===== config.mk =====
export PLATFORM = sky130hd
export DESIGN_NAME = mem_port_arbiter_flat
export DESIGN_NICKNAME = d
export VERILOG_FILES = /design/src/rtl/mem_port_arbiter_if.sv /design/src/rtl/mem_port_arbiter.sv /design/src/flat_wrapper.sv
export SDC_FILE = /design/constraint.sdc
export NUM_CORES = 1
export LEC_CHECK = 0
export CORE_MARGIN = 3
export CORE_UTILIZATION = 50
export DETAILED_ROUTE_END_ITERATION = 8
export GPL_TIMING_DRIVEN = 0
export HOLD_SLACK_MARGIN = 0.12
export PLACE_DENSITY = 0.73
export SYNTH_ARGS = -nofsm -noshare
export SYNTH_HDL_FRONTEND = slang
export SYNTH_SLANG_ARGS = --single-unit

===== constraint.sdc =====
create_clock -name clk -period 6.95 [get_ports clk]
set_clock_uncertainty 0.1 [all_clocks]
set_input_delay 1.7375 -clock clk [delete_from_list [all_inputs] [get_ports clk]]
set_output_delay 1.7375 -clock clk [all_outputs]
set_load 0.03 [all_outputs]

===== src/rtl/mem_port_arbiter_if.sv =====
// rtl/mem_port_arbiter_if.sv - requester and memory handshake bundle for mem_port_arbiter
// Signals:
//   req0     fetch request, held until done0
//   req1     data request, held until done1
//   we1      data write enable, sampled when port 1 is granted
//   mem_ack  memory completion pulse
//   mem_sel  address/wdata mux select (0 = fetch, 1 = data)
//   mem_req  memory request
//   mem_we   memory write enable
//   gnt0     fetch port granted
//   gnt1     data port granted
//   done0    fetch access finished (ack or timeout)
//   done1    data access finished (ack or timeout)
//   err      access aborted by timeout
// Modports:
//   master   arbiter side: drives mem_sel/mem_req/mem_we/gnt*/done*/err
//   slave    pipeline and memory side: drives req0/req1/we1/mem_ack
interface mem_port_arbiter_if;
  logic req0;
  logic req1;
  logic we1;
  logic mem_ack;
  logic mem_sel;
  logic mem_req;
  logic mem_we;
  logic gnt0;
  logic gnt1;
  logic done0;
  logic done1;
  logic err;

  modport master (
    input  req0, req1, we1, mem_ack,
    output mem_sel, mem_req, mem_we, gnt0, gnt1, done0, done1, err
  );

  modport slave (
    output req0, req1, we1, mem_ack,
    input  mem_sel, mem_req, mem_we, gnt0, gnt1, done0, done1, err
  );
endinterface


===== src/rtl/mem_port_arbiter.sv =====
// rtl/mem_port_arbiter.sv - shares one memory port between fetch (port 0) and data (port 1)
// Ports:
//   clk    in  system clock, rising edge
//   rst_n  in  asynchronous active-low reset
//   bus    master modport of mem_port_arbiter_if
//          in : req0, req1, we1, mem_ack
//          out: mem_sel, mem_req, mem_we, gnt0, gnt1, done0, done1, err
// Parameters:
//   MAX_WAIT  consecutive port-1 wins allowed while fetch is pending (>=1)
//   TIMEOUT   grant cycles without mem_ack before a forced abort (0 = never)
//   CNT_W     width of the wait and timeout counters
module mem_port_arbiter #(
  parameter int MAX_WAIT = 4,
  parameter int TIMEOUT  = 16,
  parameter int CNT_W    = 8
) (
  input  logic               clk,
  input  logic               rst_n,
  mem_port_arbiter_if.master bus
);

  typedef enum logic [1:0] {
    IDLE   = 2'd0,
    GRANT0 = 2'd1,
    GRANT1 = 2'd2
  } state_t;

  localparam logic [CNT_W-1:0] WAIT_MAX = CNT_W'(MAX_WAIT);
  localparam logic [CNT_W-1:0] TO_LAST  = CNT_W'((TIMEOUT > 0) ? TIMEOUT - 1 : 0);
  localparam bit               TO_EN    = (TIMEOUT != 0);

  state_t           state;
  state_t           state_nx;
  logic             we1_q;
  logic [CNT_W-1:0] wait_cnt;
  logic [CNT_W-1:0] to_cnt;

  logic in_grant;
  logic timeout;
  logic complete;
  logic arbitrate;
  logic arb_req0;
  logic arb_req1;

  always_ff @(posedge clk or negedge rst_n) begin
    if (!rst_n) begin
      state <= IDLE;
    end else begin
      state <= state_nx;
    end
  end

  always_comb begin
    in_grant  = (state == GRANT0) || (state == GRANT1);
    timeout   = TO_EN && in_grant && (to_cnt == TO_LAST) && !bus.mem_ack;
    complete  = in_grant && (bus.mem_ack || timeout);
    // Arbitrate from IDLE, or in the completion cycle so the next grant follows with no bubble.
    arbitrate = (state == IDLE) || complete;
    // The completing port still holds its req this cycle; it must not win again on stale req.
    arb_req0  = bus.req0 && (state != GRANT0);
    arb_req1  = bus.req1 && (state != GRANT1);

    state_nx = state;
    if (arbitrate) begin
      if (arb_req0 && (wait_cnt == WAIT_MAX)) state_nx = GRANT0;
      else if (arb_req1)                      state_nx = GRANT1;
      else if (arb_req0)                      state_nx = GRANT0;
      else                                    state_nx = IDLE;
    end

    bus.gnt0    = (state == GRANT0);
    bus.gnt1    = (state == GRANT1);
    bus.mem_sel = (state == GRANT1);
    bus.mem_req = in_grant;
    bus.mem_we  = (state == GRANT1) && we1_q;
    bus.done0   = (state == GRANT0) && complete;
    bus.done1   = (state == GRANT1) && complete;
    bus.err     = timeout;
  end

  always_ff @(posedge clk or negedge rst_n) begin
    if (!rst_n) begin
      we1_q    <= 1'b0;
      wait_cnt <= '0;
      to_cnt   <= '0;
    end else begin
      // we1 is captured once per data grant and held for the whole access.
      if (arbitrate && (state_nx == GRANT1)) we1_q <= bus.we1;

      if (arbitrate && (state_nx != IDLE))  to_cnt <= '0;
      else if (in_grant && !bus.mem_ack)    to_cnt <= to_cnt + 1'b1;

      if (!bus.req0)
        wait_cnt <= '0;
      else if (arbitrate && (state_nx == GRANT0))
        wait_cnt <= '0;
      else if (arbitrate && (state_nx == GRANT1) && arb_req0 && (wait_cnt != WAIT_MAX))
        wait_cnt <= wait_cnt + 1'b1;
    end
  end

endmodule


===== src/flat_wrapper.sv =====
// flat-port wrapper written by rule: the top's interface ports become plain ports
module mem_port_arbiter_flat 
#(
  parameter int MAX_WAIT = 4,
  parameter int TIMEOUT  = 16,
  parameter int CNT_W    = 8
)
  (clk, rst_n, bus_req0, bus_req1, bus_we1, bus_mem_ack, bus_mem_sel, bus_mem_req, bus_mem_we, bus_gnt0, bus_gnt1, bus_done0, bus_done1, bus_err);
  mem_port_arbiter_if bus_i ();
  input  logic clk;
  input  logic rst_n;
  input wire logic [$bits(bus_i.req0)-1:0] bus_req0;
  input wire logic [$bits(bus_i.req1)-1:0] bus_req1;
  input wire logic [$bits(bus_i.we1)-1:0] bus_we1;
  input wire logic [$bits(bus_i.mem_ack)-1:0] bus_mem_ack;
  output wire logic [$bits(bus_i.mem_sel)-1:0] bus_mem_sel;
  output wire logic [$bits(bus_i.mem_req)-1:0] bus_mem_req;
  output wire logic [$bits(bus_i.mem_we)-1:0] bus_mem_we;
  output wire logic [$bits(bus_i.gnt0)-1:0] bus_gnt0;
  output wire logic [$bits(bus_i.gnt1)-1:0] bus_gnt1;
  output wire logic [$bits(bus_i.done0)-1:0] bus_done0;
  output wire logic [$bits(bus_i.done1)-1:0] bus_done1;
  output wire logic [$bits(bus_i.err)-1:0] bus_err;
  assign bus_i.req0 = bus_req0;
  assign bus_i.req1 = bus_req1;
  assign bus_i.we1 = bus_we1;
  assign bus_i.mem_ack = bus_mem_ack;
  assign bus_mem_sel = bus_i.mem_sel;
  assign bus_mem_req = bus_i.mem_req;
  assign bus_mem_we = bus_i.mem_we;
  assign bus_gnt0 = bus_i.gnt0;
  assign bus_gnt1 = bus_i.gnt1;
  assign bus_done0 = bus_i.done0;
  assign bus_done1 = bus_i.done1;
  assign bus_err = bus_i.err;
  mem_port_arbiter #(.MAX_WAIT(MAX_WAIT), .TIMEOUT(TIMEOUT), .CNT_W(CNT_W)) u_core (.clk(clk), .rst_n(rst_n), .bus(bus_i));
endmodule

* Yosys cells after proc, flatten, opt, wreduce, memory -nomap -nowiden
Index checks and enable logic that the tools add are counted.
** Word-level totals
- Bits in registers :: 19
- Bits in latches :: 0
- RAM bits :: 0
- ROM bits :: 0
- Input bits :: 6
- Output and inout bits :: 8
- Word-level logic and storage cells :: 47
- Memories kept :: 0
** Operators by class
- Add/sub/neg operators :: 2
- Multiply operators :: 0
- Div/mod/pow operators :: 0
- Order comparisons :: 0
- Equality and inequality tests :: 10
- Shift operators :: 0
- Multiplexer cells :: 9
- Bitwise logic cells :: 0
- Reduce and logical (&&, ||, !) cells :: 22
** Operators with widths (number)
- 8-bit two-way mux :: 5
- 8-bit by 1-bit adder with 8-bit output (second input constant) :: 2
- 1-bit logical AND :: 15
- 8-bit by 3-bit equality test with 1-bit output (second input constant) :: 1
- 8-bit by 4-bit equality test with 1-bit output (second input constant) :: 1
- 8-bit by 3-bit inequality test with 1-bit output (second input constant) :: 1
- 2-bit two-way mux :: 3
- 2-bit by 1-bit equality test with 1-bit output (second input constant) :: 2
- 2-bit equality test (second input constant) :: 2
- 2-bit nonzero test :: 2
- 1-bit logical OR :: 3
- 3-bit by 1-bit inequality test with 1-bit output (second input constant) :: 1
- 2-bit zero test :: 1
- 2-bit by 1-bit inequality test with 1-bit output (second input constant) :: 1
- 2-bit inequality test (second input constant) :: 1
- 1-bit zero test :: 1
- 1-bit two-way mux :: 1

* Longest topological paths before layout
Gate-level depths: netlist of the first run.
- Word-level depth :: 15
- Depth in mapped cells :: 7
- Mapped depth without buffers :: 6

* Worst setup path after synthesis of the first run
Ideal clock, no wire load.
- Path type :: input -> output
- Start :: in bus_mem_ack
- End :: out bus_done0
- Arrival time :: 2.149 ns
- Path slack :: 2.964 ns
- Stages on the path :: 2
- Buffers on the path :: 0
- Cells stage by stage :: o21a_1 and2_1
** Between the ends
- Cells in the longest elaborated chain, start to end :: 5
** Ends and longest elaborated chain
- start: declaration :: line flat_wrapper.sv:15 : input wire logic [$bits(bus_i.mem_ack)-1:0] bus_mem_ack;
- 1-bit zero test :: line mem_port_arbiter.sv:55 : timeout = TO_EN && in_grant && (to_cnt == TO_LAST) && !bus.mem_ack;
- 1-bit logical AND :: line mem_port_arbiter.sv:55
- 1-bit logical OR (*) :: line mem_port_arbiter.sv:56 : complete = in_grant && (bus.mem_ack || timeout);
- 1-bit logical AND (*) :: line mem_port_arbiter.sv:56
- 1-bit logical AND (*) :: line mem_port_arbiter.sv:76 : bus.done0 = (state == GRANT0) && complete;
- end: declaration :: line flat_wrapper.sv:21 : output wire logic [$bits(bus_i.done0)-1:0] bus_done0;
Every way passes the cells marked *; elsewhere a longest branch is shown, timed or not.

* Final worst setup path of the first run
Same ends and word-level chain as after synthesis.

==> results by group, run 1 <==
Status
  • Status: finished, final reports clean

Clock network
  • CTS Buf Count: 3
  • Htree depth: 1
  • Worst skew pair latency: between 200 and 300 ps
  • Sink Count: 19
  • CTS Buffer Depth: 2
  • Cts repair resizes: 0
  • Clk root buf: clkbuf_4
  • CTS tree: yes
  • Post-CTS Setup Inserts: 0
  • Worst-path clk slew: around 110 ps
  • Hold buffers post-CTS: 0

Route
  • DRT iter0 DRCs: 15
  • Routed len/inst: between 10 and 15 um
  • Post-DRT Antenna Nets: 0
  • Drt pass-1 iters: 2
  • Vias per cell: around 6
  • DRC Markers: 0
  • Routed vias: 974
  • Final wirelength: 2.42 mm

Power and ir drop
  • VDD IR-drop max: just over 0.0002 V
  • Int Pwr: about 0.23 mW
  • Sw Ratio: 0.436
  • PD cells: 302 mW/mm^2
  • Comb pwr share: 0.539
  • Clk pwr share: 0.135
  • Psw: ~0.18 mW
  • P_leak: ~0.56 nW
  • Sequential share of power: 0.326

STA
  • Minimum clock period: ~5100 ps
  • Max Freq: 196 MHz
  • Relative slew slack: 0.346
  • Final hold vios: 0
  • Fin crit share: 0.733
  • Max-slew violation count: 0
  • Final worst slack: around 1900 ps
  • RSZ-0062 raised after global routing: no
  • Setup_tns: 0 ps
  • Least-Margin Pin Slew: slightly below 1000 ps
  • Setup violators final: 0

Worst setup path
  • Worst EP arrival: 3260 ps
  • Worst path required time: 5110 ps
  • CP Max Fanout: 6
  • Setup crit end kind: output pin
  • CP Launch Type: primary input
  • Crit Path Class: in -> out
  • RR Startpoint: u_core.state[0]$_DFF_PN0_
  • R2R depth: 6
  • Crit path from: bus_mem_ack

Logic synthesis
  • Synth Area in Adders: 0.0645
  • Compound-cell area share of the yosys netlist: 0.144
  • Net Count, Synth: approximately 140
  • Area of the mapped netlist: around 0.0012 mm^2
  • Top cells by area, synth: dfrtp_1 (41%), ha_1 (6.5%), a21oi_1 (4.3%)
  • Mean post-synth cell area: between 9 and 10 um^2
  • Synth Area in Simple Gates: 0.278
  • Mux share of post-synthesis cell area: 0.0215
  • Post-synth ARST share: 1.00
  • Area leader, netlist: dfrtp_1
  • Synth top area share: 0.409
  • Seq/Total Area, Yosys: 0.409
  • Post-synth EDFFs: 0
  • Post-synth top flop: dfrtp_1
  • Largest family of logic cells by synthesized area: simple AND/OR/NAND/NOR gates
  • Yosys warning count: 0
  • Synth Register Bits: 19
  • XOR/XNOR Fraction of Synth Area: 0.0527
  • Synth Instances: ~120
  • Yosys cell types: 39

Placement
  • Gpl congestion: between 0.8 and 0.9
  • Post-place setup slack: roughly 1900 ps
  • Placed cell area: approximately 0.0013 mm^2
  • Placed Cells: between 150 and 200
  • Port bufs: 13
  • HPWL Detailed: 1.75 mm

Cells and area
  • Final #Nets: between 150 and 200
  • Non-Filler Instances: 167
  • Most frequent cells in the layout: dfrtp_1 (19), clkdlybuf4s50_1 (13), nor2_1 (11)
  • FILL cells: about 170
  • Layout Cell Area excl Fill: between 0.001 and 0.0015 mm^2
  • Layout cells sized above 1: 0.0714
  • Leading cell type in the layout, fill and taps excluded: dfrtp_1
  • Ant. Diodes: 0
  • Area grow syn2layout: 16.5%

Hold path
  • Hold Path Origin: u_core.we1_q$_DFFE_PN0P_
  • Worst hold stages: 1
  • HP Class: reg -> reg

Run
  • Max-Cap Viols: 0

Global route
  • Largest net degree at the start of global routing: 20
  • GRT overflow: 0
  • First-pass GRT wire length: between 4 and 5 mm
  • Vias in the first global route: 958
  • Initial antenna violation count: 0
  • All-layer global routing usage: 0.197

Die
  • Total die area: 0.00294 mm^2
  • Ports: 14
  • Core Rows: 16
  • Die width: approximately 54 um
  • Die height: between 50 and 60 um
  • Starting density of the core: 0.559
  • Core area: approximately 0.0021 mm^2
[power by group through the flow]
stage	Clock, mW	Sequential [mW]	Combinational, mW
6_report	0.0552	0.133	0.220
3_5_place_dp	0	0.136	0.219
5_1_grt	0.0635	0.136	0.237
4_1_cts	0.0590	0.133	0.220
2_1_floorplan	0	0.134	0.151
3_3_place_gp	0	0.135	0.214
[area by class of cell]
cell class                      count  area (um^2)  share of cell area
Inverter                            6         22.5              0.0166
Clock inverter                      1         5.00             0.00369
Timing Repair Buffer               13          130              0.0960
Clock buffer                        3         22.5              0.0166
Sequential cell                    19          475               0.351
Tap cell                           27         33.8              0.0249
Buffer                              2         12.5             0.00923
Multi-Input combinational cell     96          653               0.482
[sequential cells by signal, indices dropped and copies added, names as in the netlist]
signal and count:
u_core.state 2, u_core.we1_q 1, u_core.wait_cnt 8, u_core.to_cnt 8
[layer usage]
layer,routed length [um],global-route usage,vias up,share of wire
met5,0,0,-,0
met4,18,0.0705,0,0.0074
met3,101,0.0463,2,0.042
met2,1160,0.325,18,0.48
met1,1150,0.251,465,0.47
li1,-,-,489,-
[metrics by stage]
| step | util | hold WS (ps) | power, mW |
|---|---|---|---|
| floorplan | - | 374 | 0.285 |
| global placement | 0.638 | 390 | 0.349 |
| detailed placement | 0.638 | 393 | 0.354 |
| CTS | 0.651 | 422 | 0.412 |
| global route | 0.651 | 449 | 0.436 |
| finish | 0.651 | 424 | 0.409 |
[kinds of logic after synthesis]
logic type | after synthesis
mux | 2
simple gates | 53
fa+ha+maj | 6
xor+xnor | 7
flops | 19
buf+inv | 8
compound gates | 28
[Yosys cell counts, types with 2 or more instances]
cell and count:
o21a_1 2, xnor2_1 2, nor3_1 2, nor2_1 11, nand3b_1 2, nand2b_1 2, nand2_1 4, nand3_1 6
inv_1 6, and3b_1 2, nand4b_1 3, dfrtp_1 19, o31ai_1 4, and2_1 3, a21oi_1 10, ha_1 6
or4_1 4, o21ai_0 6, nor4_1 2, or3_1 2, nand4_1 3, xor2_1 5
[path summary, 6_finish.rpt]
kind | end | slack, ps
max | bus_done0 | 1850
min | u_core.we1_q$_DFFE_PN0P_ | 420
max reg2reg | u_core.wait_cnt[4]$_DFFE_PN0P_ | 4130
min reg2reg | u_core.we1_q$_DFFE_PN0P_ | 420
max in group asynchronous | u_core.to_cnt[0]$_DFFE_PN0P_ | 4410
min in group asynchronous | u_core.wait_cnt[6]$_DFFE_PN0P_ | 1820
[critical path, cell delays in order]
cell	delay, ps
clkdlybuf4s50_1	560
o21a_1	160
and2_1	130
clkdlybuf4s50_1	670
Power figures use the tool's default switching activity.
==> inputs of run 2 (changes only) <==
CORE_UTILIZATION = 49   (was 50)
PLACE_DENSITY = 0.74   (was 0.73)
clock period = 4.4 ns   (was 6.95 ns; I/O delays follow)
==> run 2 against run 1 <==
Effect of this change: cell area unchanged; critical path depth unchanged; largest cell class unchanged; non-clock buffer count unchanged; sequential cell count unchanged; critical endpoint unchanged; count of clock-buffer cells in the layout increased by 1.
==> results by group, run 2 (synthesized netlist as in run 1, its figures left out) <==
Worst setup path
  • Critical path cell sequence: clkdlybuf4s50_1 -> o21a_1 -> and2_1 -> clkdlybuf4s50_1
  • Worst path required time: 3200 ps
  • Worst path slowest cell: clkdlybuf4s50_1
  • CP Buf/Inv Count: 2
  • Crit Path Class: in -> out
  • Setup crit end kind: output pin
  • CP Max Fanout: 6
  • Critical path's most frequent cell: clkdlybuf4s50_1
  • Largest stage delay, worst path: about 670 ps
  • CP Launch Type: primary input
  • Worst EP arrival: 2590 ps
  • Largest delay share family, worst path: buffers and inverters

Clock network
  • Sink Count: 19
  • CTS Buf Count: 3
  • Clk root buf: clkbuf_4
  • Htree depth: 1
  • CTS Buffer Depth: 2
  • Cts repair resizes: 0
  • Hold buffers post-CTS: 0
  • Post-CTS Setup Inserts: 0
  • CTS tree: yes
  • Worst-path clk slew: approximately 100 ps
  • Worst skew pair latency: 290 ps

Route
  • Drt pass-1 iters: 4
  • DRT iter0 DRCs: 37
  • Routed len/inst: 14.2 um
  • Vias per cell: 5.86
  • Post-DRT Antenna Nets: 0
  • DRC Markers: 0
  • Final wirelength: between 2 and 2.5 mm
  • Routed vias: between 900 and 1000

STA
  • Minimum clock period: approximately 3800 ps
  • Max Freq: approximately 260 MHz
  • RSZ-0062 raised after global routing: no
  • Relative slew slack: 0.435
  • Max-slew violation count: 0
  • Final worst slack: about 610 ps
  • Final hold vios: 0
  • Setup violators final: 0
  • Least-Margin Pin Slew: 845 ps
  • Fin crit share: 0.862
  • Setup_tns: 0 ps
  • Hold WS: about 420 ps

Global route
  • First-pass GRT wire length: just over 4 mm
  • All-layer global routing usage: 0.187
  • Vias in the first global route: 934
  • GRT overflow: 0
  • Largest net degree at the start of global routing: 20
  • Initial antenna violation count: 0

Power and ir drop
  • Sw Ratio: 0.429
  • Psw: about 0.28 mW
  • P_leak: between 0.5 and 0.6 nW
  • VDD IR-drop max: between 0.0003 and 0.0004 V
  • PD cells: about 470 mW/mm^2
  • Int Pwr: about 0.37 mW
  • Sequential share of power: 0.330
  • Clk pwr share: 0.136
  • Final Total Pwr: about 0.64 mW
  • Comb pwr share: 0.533

Placement
  • Gpl congestion: 0.852
  • Placed cell area: around 0.0013 mm^2
  • Placed Cells: roughly 160
  • HPWL Detailed: 1.78 mm
  • Port bufs: 13
  • Post-place setup slack: a little over 600 ps

Cells and area
  • Non-Filler Instances: between 150 and 200
  • Layout Cell Area excl Fill: roughly 0.0014 mm^2
  • Final Core Density: 0.607
  • Most frequent cells in the layout: dfrtp_1 (19), clkdlybuf4s50_1 (13), nor2_1 (11)
  • Final #Nets: 153
  • Top Registers: u_core.to_cnt (8), u_core.wait_cnt (8), u_core.state (2)
  • Leading cell type in the layout, fill and taps excluded: dfrtp_1
  • Layout cells sized above 1: 0.0643
  • Area grow syn2layout: 16.5%
  • Ant. Diodes: 0

Status
  • Status: finished, final reports clean

Hold path
  • HP Class: reg -> reg

Die
  • Ports: 14
  • Core Rows: 17
  • Die width: 54.7 um
  • Core area: about 0.0022 mm^2
  • Die height: about 55 um
  • Starting density of the core: 0.521
  • Total die area: ~0.003 mm^2

Run
  • Max-Cap Viols: 0
==> run 2: final cells by class <==
| cell class | count | area, um^2 |
|---|---|---|
| Fill cell | 192 | 878 |
| Multi-Input combinational cell | 96 | 653 |
| Sequential cell | 19 | 475 |
| Timing Repair Buffer | 13 | 130 |
| Tap cell | 28 | 35.0 |
| Clock buffer | 4 | 26.3 |
| Inverter | 6 | 22.5 |
| Buffer | 2 | 12.5 |
==> run 2: final timing paths <==
| path | startpoint | end | slack [ps] | depth (start not counted) |
|---|---|---|---|---|
| max | bus_mem_ack | bus_done0 | 610 | 4 |
| min | u_core.we1_q$_DFFE_PN0P_ | u_core.we1_q$_DFFE_PN0P_ | 420 | 1 |
| max reg2reg | u_core.state[0]$_DFF_PN0_ | u_core.wait_cnt[3]$_DFFE_PN0P_ | 1730 | 6 |
| min reg2reg | u_core.we1_q$_DFFE_PN0P_ | u_core.we1_q$_DFFE_PN0P_ | 420 | 1 |
| max in group asynchronous | rst_n | u_core.wait_cnt[6]$_DFFE_PN0P_ | 2500 | 1 |
| min in group asynchronous | rst_n | u_core.wait_cnt[4]$_DFFE_PN0P_ | 1180 | 1 |
==> run 2: power by group through the flow <==
| stage | Combinational [mW] | Sequential [mW] | Clock [mW] |
|---|---|---|---|
| 2_1_floorplan | 0.238 | 0.211 | 0 |
| 3_3_place_gp | 0.336 | 0.213 | 0 |
| 3_5_place_dp | 0.342 | 0.215 | 0 |
| 4_1_cts | 0.343 | 0.211 | 0.0932 |
| 5_1_grt | 0.374 | 0.214 | 0.104 |
| 6_report | 0.342 | 0.212 | 0.0874 |
==> run 2: metal layers <==
layer	up-vias	wire [um]	GRT usage
met5	-	0	0
met4	0	25	0.0664
met3	4	112	0.0327
met2	21	1150	0.305
met1	472	1090	0.245
li1	487	-	-
==> inputs of run 3 (changes only) <==
CAP_MARGIN = 20   (was default)
CTS_CLUSTER_SIZE = 24   (was default)
==> results of run 3 <==
The final DEF is identical to that of run 2; final timing and power are the same.
